File: config.mk
export PLATFORM = sky130hd
export DESIGN_NAME = mem_bus_arbiter_flat
export DESIGN_NICKNAME = d
export VERILOG_FILES = /design/src/rtl/mem_bus_arbiter_if.sv /design/src/rtl/mem_bus_arbiter.sv /design/src/flat_wrapper.sv
export SDC_FILE = /design/constraint.sdc
export NUM_CORES = 1
export LEC_CHECK = 0
export BUFFER_PORTS_ARGS = -buffer_cell sky130_fd_sc_hd__buf_2
export CORE_MARGIN = 2
export CORE_UTILIZATION = 42
export DETAILED_ROUTE_END_ITERATION = 7
export GPL_ROUTABILITY_DRIVEN = 0
export MAX_ROUTING_LAYER = met4
export PLACE_DENSITY_LB_ADDON = 0.25
export SKIP_LAST_GASP = 1
export SYNTH_ARGS = -nofsm -noshare
export SYNTH_HDL_FRONTEND = slang
export SYNTH_SLANG_ARGS = --single-unit
File: constraint.sdc
create_clock -name clk -period 1.7 [get_ports clk]
set_input_delay 0.17 -clock clk [delete_from_list [all_inputs] [get_ports clk]]
set_output_delay 0.17 -clock clk [all_outputs]
set_load 0.02 [all_outputs]
File: src/rtl/mem_bus_arbiter_if.sv
// rtl/mem_bus_arbiter_if.sv - requester and memory-bus signal bundle for mem_bus_arbiter
//
// Purpose: groups the fetch port, the data port and the single-port memory bus
//          so they can be passed to the arbiter as one port.
// Modports:
//   master - the arbiter. It is the bus master towards memory, and it answers
//            the fetch and data requesters.
//   slave  - the environment. This covers the pipeline requesters and the
//            memory slave.
// Signals:
//   inst_req/inst_addr -> inst_rdata/inst_ready            fetch port (read only)
//   data_req/we/addr/wdata -> data_rdata/data_ready        data port
//   mem_req/we/addr/wdata -> mem_rdata/mem_ack             memory bus
//   bus_err                                                sticky timeout flag
interface mem_bus_arbiter_if;
  logic        inst_req;
  logic [31:0] inst_addr;
  logic [31:0] inst_rdata;
  logic        inst_ready;
  logic        data_req;
  logic        data_we;
  logic [31:0] data_addr;
  logic [31:0] data_wdata;
  logic [31:0] data_rdata;
  logic        data_ready;
  logic        mem_req;
  logic        mem_we;
  logic [31:0] mem_addr;
  logic [31:0] mem_wdata;
  logic [31:0] mem_rdata;
  logic        mem_ack;
  logic        bus_err;

  modport master (
    input  inst_req, inst_addr, data_req, data_we, data_addr, data_wdata,
    input  mem_rdata, mem_ack,
    output inst_rdata, inst_ready, data_rdata, data_ready,
    output mem_req, mem_we, mem_addr, mem_wdata, bus_err
  );

  modport slave (
    output inst_req, inst_addr, data_req, data_we, data_addr, data_wdata,
    output mem_rdata, mem_ack,
    input  inst_rdata, inst_ready, data_rdata, data_ready,
    input  mem_req, mem_we, mem_addr, mem_wdata, bus_err
  );
endinterface

File: src/rtl/mem_bus_arbiter.sv
// rtl/mem_bus_arbiter.sv - fetch/data arbiter for a single-port memory bus with timeout
//
// Purpose: shares one req/ack memory bus between instruction fetch and data
//          access. Data requests normally win arbitration. After STARVE_MAX
//          consecutive data grants with fetch waiting, the next grant goes to
//          fetch. A bus transaction that sees no ack within TIMEOUT cycles is
//          aborted. An aborted transaction sets the sticky bus_err flag.
// Ports:
//   clk  - clock; all state changes on the rising edge
//   rst  - synchronous, active-high reset
//   bus  - mem_bus_arbiter_if.master (fetch port, data port, memory bus, bus_err)
module mem_bus_arbiter #(
  parameter int unsigned STARVE_MAX = 4,
  parameter int unsigned TIMEOUT    = 255
) (
  input  logic                clk,
  input  logic                rst,
  mem_bus_arbiter_if.master   bus
);

  localparam int SW = $clog2(STARVE_MAX + 1);
  localparam int TW = $clog2(TIMEOUT + 1);

  localparam logic [1:0] IDLE  = 2'd0;
  localparam logic [1:0] GNT_D = 2'd1;
  localparam logic [1:0] GNT_I = 2'd2;
  localparam logic [1:0] DONE  = 2'd3;

  logic [1:0]    state_q, state_d;
  logic [SW-1:0] starve_q, starve_d;
  logic [TW-1:0] tmo_q, tmo_d;
  logic          mem_req_q, mem_req_d;
  logic          mem_we_q, mem_we_d;
  logic [31:0]   mem_addr_q, mem_addr_d;
  logic [31:0]   mem_wdata_q, mem_wdata_d;
  logic [31:0]   inst_rdata_q, inst_rdata_d;
  logic [31:0]   data_rdata_q, data_rdata_d;
  logic          inst_ready_q, inst_ready_d;
  logic          data_ready_q, data_ready_d;
  logic          bus_err_q, bus_err_d;

  logic          fetch_starved;
  logic          is_data;

  assign fetch_starved = bus.inst_req && (starve_q == SW'(STARVE_MAX));
  assign is_data       = (state_q == GNT_D);

  always_comb begin
    state_d      = state_q;
    starve_d     = starve_q;
    tmo_d        = tmo_q;
    mem_req_d    = mem_req_q;
    mem_we_d     = mem_we_q;
    mem_addr_d   = mem_addr_q;
    mem_wdata_d  = mem_wdata_q;
    inst_rdata_d = inst_rdata_q;
    data_rdata_d = data_rdata_q;
    inst_ready_d = 1'b0;   // ready pulses last exactly one cycle
    data_ready_d = 1'b0;
    bus_err_d    = bus_err_q;

    case (state_q)
      IDLE: begin
        tmo_d = '0;
        if (bus.data_req && !fetch_starved) begin
          state_d     = GNT_D;
          mem_req_d   = 1'b1;
          mem_we_d    = bus.data_we;
          mem_addr_d  = bus.data_addr;
          mem_wdata_d = bus.data_wdata;
          // Only grants that overtake a waiting fetch count towards starvation.
          if (!bus.inst_req)
            starve_d = '0;
          else if (starve_q != SW'(STARVE_MAX))
            starve_d = starve_q + 1'b1;
        end else if (bus.inst_req) begin
          state_d     = GNT_I;
          mem_req_d   = 1'b1;
          mem_we_d    = 1'b0;
          mem_addr_d  = bus.inst_addr;
          mem_wdata_d = '0;
          starve_d    = '0;
        end
      end

      GNT_D, GNT_I: begin
        tmo_d = tmo_q + 1'b1;
        // An ack wins over a timeout that expires in the same cycle.
        if (bus.mem_ack) begin
          state_d   = DONE;
          mem_req_d = 1'b0;
          if (!mem_we_q) begin
            if (is_data) data_rdata_d = bus.mem_rdata;
            else         inst_rdata_d = bus.mem_rdata;
          end
          if (is_data) data_ready_d = 1'b1;
          else         inst_ready_d = 1'b1;
        end else if (tmo_q == TW'(TIMEOUT - 1)) begin
          // This is the TIMEOUT-th request cycle without an ack, so abort.
          state_d   = DONE;
          mem_req_d = 1'b0;
          bus_err_d = 1'b1;
          if (!mem_we_q) begin
            if (is_data) data_rdata_d = 32'hDEADBEEF;
            else         inst_rdata_d = 32'hDEADBEEF;
          end
          if (is_data) data_ready_d = 1'b1;
          else         inst_ready_d = 1'b1;
        end
      end

      // The ready pulse is visible in this cycle. Requests are not sampled here,
      // so a request still high during its ready pulse is not granted again.
      DONE: begin
        tmo_d   = '0;
        state_d = IDLE;
      end

      default: state_d = IDLE;
    endcase
  end

  always_ff @(posedge clk) begin
    if (rst) begin
      state_q      <= IDLE;
      starve_q     <= '0;
      tmo_q        <= '0;
      mem_req_q    <= 1'b0;
      mem_we_q     <= 1'b0;
      mem_addr_q   <= '0;
      mem_wdata_q  <= '0;
      inst_rdata_q <= '0;
      data_rdata_q <= '0;
      inst_ready_q <= 1'b0;
      data_ready_q <= 1'b0;
      bus_err_q    <= 1'b0;
    end else begin
      state_q      <= state_d;
      starve_q     <= starve_d;
      tmo_q        <= tmo_d;
      mem_req_q    <= mem_req_d;
      mem_we_q     <= mem_we_d;
      mem_addr_q   <= mem_addr_d;
      mem_wdata_q  <= mem_wdata_d;
      inst_rdata_q <= inst_rdata_d;
      data_rdata_q <= data_rdata_d;
      inst_ready_q <= inst_ready_d;
      data_ready_q <= data_ready_d;
      bus_err_q    <= bus_err_d;
    end
  end

  assign bus.mem_req    = mem_req_q;
  assign bus.mem_we     = mem_we_q;
  assign bus.mem_addr   = mem_addr_q;
  assign bus.mem_wdata  = mem_wdata_q;
  assign bus.inst_rdata = inst_rdata_q;
  assign bus.data_rdata = data_rdata_q;
  assign bus.inst_ready = inst_ready_q;
  assign bus.data_ready = data_ready_q;
  assign bus.bus_err    = bus_err_q;

endmodule
File: src/flat_wrapper.sv
// flat-port wrapper written by rule: the top's interface ports become plain ports
module mem_bus_arbiter_flat 
#(
  parameter int unsigned STARVE_MAX = 4,
  parameter int unsigned TIMEOUT    = 255
)
  (clk, rst, bus_inst_req, bus_inst_addr, bus_data_req, bus_data_we, bus_data_addr, bus_data_wdata, bus_mem_rdata, bus_mem_ack, bus_inst_rdata, bus_inst_ready, bus_data_rdata, bus_data_ready, bus_mem_req, bus_mem_we, bus_mem_addr, bus_mem_wdata, bus_bus_err);
  mem_bus_arbiter_if bus_i ();
  input  logic clk;
  input  logic rst;
  input wire logic [$bits(bus_i.inst_req)-1:0] bus_inst_req;
  input wire logic [$bits(bus_i.inst_addr)-1:0] bus_inst_addr;
  input wire logic [$bits(bus_i.data_req)-1:0] bus_data_req;
  input wire logic [$bits(bus_i.data_we)-1:0] bus_data_we;
  input wire logic [$bits(bus_i.data_addr)-1:0] bus_data_addr;
  input wire logic [$bits(bus_i.data_wdata)-1:0] bus_data_wdata;
  input wire logic [$bits(bus_i.mem_rdata)-1:0] bus_mem_rdata;
  input wire logic [$bits(bus_i.mem_ack)-1:0] bus_mem_ack;
  output wire logic [$bits(bus_i.inst_rdata)-1:0] bus_inst_rdata;
  output wire logic [$bits(bus_i.inst_ready)-1:0] bus_inst_ready;
  output wire logic [$bits(bus_i.data_rdata)-1:0] bus_data_rdata;
  output wire logic [$bits(bus_i.data_ready)-1:0] bus_data_ready;
  output wire logic [$bits(bus_i.mem_req)-1:0] bus_mem_req;
  output wire logic [$bits(bus_i.mem_we)-1:0] bus_mem_we;
  output wire logic [$bits(bus_i.mem_addr)-1:0] bus_mem_addr;
  output wire logic [$bits(bus_i.mem_wdata)-1:0] bus_mem_wdata;
  output wire logic [$bits(bus_i.bus_err)-1:0] bus_bus_err;
  assign bus_i.inst_req = bus_inst_req;
  assign bus_i.inst_addr = bus_inst_addr;
  assign bus_i.data_req = bus_data_req;
  assign bus_i.data_we = bus_data_we;
  assign bus_i.data_addr = bus_data_addr;
  assign bus_i.data_wdata = bus_data_wdata;
  assign bus_i.mem_rdata = bus_mem_rdata;
  assign bus_i.mem_ack = bus_mem_ack;
  assign bus_inst_rdata = bus_i.inst_rdata;
  assign bus_inst_ready = bus_i.inst_ready;
  assign bus_data_rdata = bus_i.data_rdata;
  assign bus_data_ready = bus_i.data_ready;
  assign bus_mem_req = bus_i.mem_req;
  assign bus_mem_we = bus_i.mem_we;
  assign bus_mem_addr = bus_i.mem_addr;
  assign bus_mem_wdata = bus_i.mem_wdata;
  assign bus_bus_err = bus_i.bus_err;
  mem_bus_arbiter #(.STARVE_MAX(STARVE_MAX), .TIMEOUT(TIMEOUT)) u_core (.clk(clk), .rst(rst), .bus(bus_i));
endmodule
# [Yosys cells after proc, flatten, opt, wreduce, memory -nomap -nowiden]
# Index checks and enable logic that the tools add are counted.
[classes] n_eq_ne=9 n_lt_le_gt_ge=0 bitwise_logic=4 shift=0 div=0 n_reduce_logical=17 multipliers=0 n_addsub=2 mux=39
[op_table] op="32-bit 2-to-1 mux" n=16
[op_table] op="8-bit case mux with 2 select lines" n=1
[op_table] op="1-bit 2-to-1 mux" n=12
[op_table] op="3-bit 2-to-1 mux" n=4
[op_table] op="3-bit AND reduction" n=3
[op_table] op="8-bit by 1-bit adder with 8-bit output, second input constant" n=1
[op_table] op="8-bit == test, second input constant" n=1
[op_table] op="2-bit 2-to-1 mux" n=4
[op_table] op="4-bit AND reduction" n=2
[op_table] op="3-bit by 2-bit != test with 1-bit output, second input constant" n=2
[op_table] op="3-bit != test, second input constant" n=2
[op_table] op="2-bit case mux with 3 select lines" n=1
[op_table] op="2-bit nonzero test" n=3
[op_table] op="2-bit OR reduction" n=3
[op_table] op="2-bit == test, second input constant" n=2
[op_table] op="1-bit NOT" n=4
[op_table] op="2-bit AND reduction" n=2
[op_table] op="3-bit by 1-bit adder with 3-bit output, second input constant" n=1
[op_table] op="3-bit == test, second input constant" n=1
[op_table] op="2-bit by 1-bit == test with 1-bit output, second input constant" n=1
[op_table] op="1-bit logical AND" n=2
[op_table] op="2-bit zero test" n=1
[op_table] op="1-bit case mux with 2 select lines" n=1
[op_table] op="1-bit zero test" n=1
[totals] n_memories=0 inputBits=134 ff_bits=146 ram_bits=0 latchBits=0 wordCells=83 romBits=0 output_inout_bits=133

# [Depth between registers and ports, before layout]
[logic_depth] ltp_word=6 ltp_mapped=8 ltp_nobuf=6

# [Least setup slack after synthesis]
# No wires, ideal clock.
[synth_path] path_type="register to register" from="register u_core.state_q[0]" to="register u_core.inst_rdata_q[17] (netlist: u_core.bus.inst_rdata[17])" n_path_buf=1 arrival_time_ps=1666 t_required_ps=1584 synth_period_minus_slack_ps=1783 path_slack_ps=-83 stages_incl_launch_ff=8 setup_time_ps=116 path_cell_list="dfxtp_1 inv_1 ha_1 nor3b_2 nand2_1 clkbuf_1 nor2_1 a31o_2"
[synth_via] elab_chain_len=3 elab_cells_between_ends=5 classes_between="2 x eq/ne; 1 x bitwise; 2 x reduce/logical"
[synth_lines] element="start: declaration" line="mem_bus_arbiter.sv:29" text="logic [1:0] state_q, state_d;"
[synth_lines] element="start signal: assignment" line="mem_bus_arbiter.sv:138" text="state_q <= state_d;"
[synth_lines] element="2-bit == test / 2-bit by 1-bit == test with 1-bit output (equally long branches)" line="mem_bus_arbiter.sv:62, mem_bus_arbiter.sv:46"
[synth_lines] element="2-bit OR reduction / 1-bit NOT (equally long branches)"
[synth_lines] element="4-bit AND reduction (no source line) *"
[synth_lines] element="end signal: assignment" line="mem_bus_arbiter.sv:145" text="inst_rdata_q <= inst_rdata_d;"
[synth_lines] element="end: declaration" line="mem_bus_arbiter.sv:36" text="logic [31:0] inst_rdata_q, inst_rdata_d;"
# Every way passes the cells marked *; elsewhere a longest branch is shown, timed or not.
# A chain may end at the register's enable or synchronous reset.

# [Worst setup path in the final report]
[layout_path] from="register u_core.state_q[0]" to="register u_core.inst_rdata_q[4] (netlist: u_core.bus.inst_rdata[4])"
# The elaborated chain is that of the path after synthesis.

==> metrics.md <==
| Metric | Value |
|---|---|
| Status | `finished, final reports clean` |
| Post-Synthesis Net Count | `787` |
| Commonest non-fill, non-tap cell in the layout | `buf_2` |
| Final wirelength | `about 19 mm` |
| Critical path startpoint category | `register` |
| Root Buffer Master | `clkbuf_16` |
| Worst Path Required | `about 2.0 ns` |
| Ys flop type | `dfxtp_1` |
| Vias per cell | `5.23` |
| GRT Overall Usage | `0.264` |
| Slew Limit Fails | `0` |
| Nets | `roughly 1100` |
| Gate Count Post-Synth | `645` |
| DR iter-0 viols | `~580` |
| Die Wd | `about 120 um` |
| Mean post-synth cell area | `8.71 um2` |
| Dpl hpwl | `around 11 mm` |
| Wire per inst | `15.8 um` |
| Via count | `roughly 6100` |
| Final period utilization | `0.938` |
| Clock Power Share | `0.278` |
| CP max-delay cell | `dfxtp_1` |
| DRC Markers | `0` |
| Clk_lat worst skew | `0.42 ns` |
| CTS sink count | `approximately 150` |
| Pin count of the biggest net entering global routing | `just over 60` |
| CTS tree | `done` |
| Element type at the critical path end | `register` |
| Switching portion of total power | `0.365` |
| Worst VDD drop | `~0.8 mV` |
| Fmax | `627 MHz` |
| Post-synth ARST share | `0` |
| RSZ-0062 raised after global routing | `no` |
| Place WS | `just over 0.04 ns` |
| Synth-to-layout area growth | `55.0%` |
| Max-cap violation count | `0` |
| Number of synthesized flops with an enable pin | `0` |
| Static leakage | `~4 nW` |
| Worst EP arrival | `~1.9 ns` |
| Setup TNS | `0 ns` |
| # rows | `42` |
| Dpl cell area | `0.00726 mm2` |
| Layout cell share with drive strength beyond 1 | `0.366` |
| Full die area | `0.0143 mm2` |
| Final setup vio count | `0` |
| Clock transition at path regs | `0.06 ns` |
| Final instance area | `0.00871 mm2` |
| Int Power | `a little under 9 mW` |
| Clock Skew | `around 0.0084 ns` |
| # IOs | `about 270` |
| Initial antenna violation count | `1` |
| CTS H-tree lvls | `4` |
| Ys Warns | `0` |
| Most frequent cells in the layout | `266 x buf_2, 146 x dfxtp_1, 113 x nand2_1` |
| CP cell instances | `buf_4 > ha_1 > nor3b_4 > nand2_1 > a31o_2` |
| Critical path type | `register to register` |
| Max FO, Critical Path | `8` |
| Switching power | `between 4 and 5 mW` |
| Core footprint | `approximately 0.013 mm2` |
| Worst hold path type | `input port to register` |
| Final Hold Vio Count | `0` |
| FF+latch count, synth | `roughly 150` |
| TritonRoute pass-1 iters | `5` |
| Initial Utilization | `0.427` |
| Slew headroom | `0.628` |
| Combinational power share | `0.376` |
| Number of port buffers | `266` |
| Slew @ Worst Pin | `about 0.56 ns` |
| Seq pwr share | `0.345` |
| Global route overflow | `0` |
| Final WS setup | `0.106 ns` |
| Post-DRT Antenna Nets | `0` |
| CP max stage delay | `0.31 ns` |
| Syn Std Cell Area | `between 0.005 and 0.006 mm2` |
| Distinct cells, synth | `45` |
| Sequential area share after synthesis | `0.520` |
| Min Tclk post-route | `approximately 1.6 ns` |
| Num CTS Buffers | `17` |
| First-pass GRT wire length | `~30 mm` |
| Vias in the first global route | `around 6000` |
| Pwr/cell area | `roughly 1600 mW/mm2` |
| CTS Buffer Depth | `2` |
| Total power draw | `roughly 14 mW` |
| Die H | `roughly 120 um` |
## cell usage after synthesis (all sizes together) (14+ instances only)
cell,number,share of area
nor2,46,0.031
a21oi,61,0.054
nand3,38,0.034
nor3,25,0.022
o221a,24,0.048
dfxtp,146,0.52
inv,14,0.0094
buf,17,0.018
o21ai,33,0.029
a31oi,32,0.036
nand2,113,0.076
clkbuf,37,0.025
## metrics by stage
step	cells	hold slack [ns]	util
global route	1173	0.0164	0.663
floorplan	645	0.322	-
CTS	1172	0.000364	0.661
finish	1173	0.0201	0.663
detailed placement	1059	0.432	0.553
global placement	1059	0.430	0.553
## worst max-delay path, delay by kind of cell (launching register included)
family | cells | cell delay [ns]
AND/OR/NAND/NOR | 2 | 0.49
flip-flops | 1 | 0.31
AO/OA/AOI/OAI | 1 | 0.30
adder cells (fa/ha/maj) | 1 | 0.24
buffers and inverters | 1 | 0.14
## flip-flops by register name, indices dropped and copies added, names as in the netlist
| register | flops |
|---|---|
| u_core.bus.bus_err | 1 |
| u_core.bus.mem_we | 1 |
| u_core.bus.mem_wdata | 32 |
| u_core.bus.mem_addr | 32 |
| u_core.bus.data_ready | 1 |
| u_core.tmo_q | 8 |
| u_core.starve_q | 3 |
| u_core.state_q | 2 |
| u_core.bus.mem_req | 1 |
| u_core.bus.inst_rdata | 32 |
| u_core.bus.inst_ready | 1 |
| u_core.bus.data_rdata | 32 |
## what timing repair did
item,in CTS,in global routing
hold endpoints to repair,55,0
hold buffers,82,0
setup endpoints to repair,0,31
gates resized for setup,0,4
setup buffers,0,0
## worst paths after layout
path                       startpoint                        to  slack (ns)  depth (start not counted)
max reg2reg         u_core.state_q[0]  u_core.bus.inst_rdata[4]        0.11                          5
min                  bus_inst_addr[2]    u_core.bus.mem_addr[2]        0.02                          3
max                 u_core.state_q[0]  u_core.bus.inst_rdata[4]        0.11                          5
min reg2reg  u_core.bus.mem_wdata[28]  u_core.bus.mem_wdata[28]        0.45                          2
## layer usage
| metal | vias up | routed length (um) | track usage |
|---|---|---|---|
| met4 | 0 | 544 | 0.133 |
| met3 | 55 | 1460 | 0.0646 |
| li1 | 2949 | - | - |
| met2 | 303 | 8840 | 0.412 |
| met1 | 2827 | 7660 | 0.320 |
| met5 | - | 0 | - |
## kinds of logic (layout without fill, tap and decap cells)
| group | after synthesis | count (layout) | synth area share |
|---|---|---|---|
| xor+xnor | 6 | 6 | 0.00936 |
| other cells | 0 | 1 | 0 |
| simple gates | 240 | 240 | 0.188 |
| buf+inv | 68 | 419 | 0.0517 |
| mux | 1 | 1 | 0.00201 |
| fa+ha+maj | 8 | 8 | 0.0178 |
| compound gates | 176 | 176 | 0.211 |
| flops | 146 | 146 | 0.520 |
## power groups by stage
stage / logic (mW) / clock network [mW] / registers [mW]
6_report: 5.15 / 3.81 / 4.72
5_1_grt: 5.53 / 4.03 / 4.82
4_1_cts: 5.06 / 3.89 / 4.70
3_5_place_dp: 4.91 / 0 / 4.76
3_3_place_gp: 4.88 / 0 / 4.73
2_1_floorplan: 2.05 / 0 / 5.77
## cell type report
| class | instances | area [um2] |
|---|---|---|
| flip-flops and latches | 146 | 2920 |
| clock buffers | 22 | 474 |
| well taps | 176 | 220 |
| diodes | 1 | 2.50 |
| multi-input cells | 431 | 2430 |
| fillers | 1091 | 4430 |
| repair buffers | 374 | 2470 |
| inverters | 14 | 52.6 |
| clock inverters | 9 | 129 |
No activity file was read; power rests on OpenSTA's default activity.
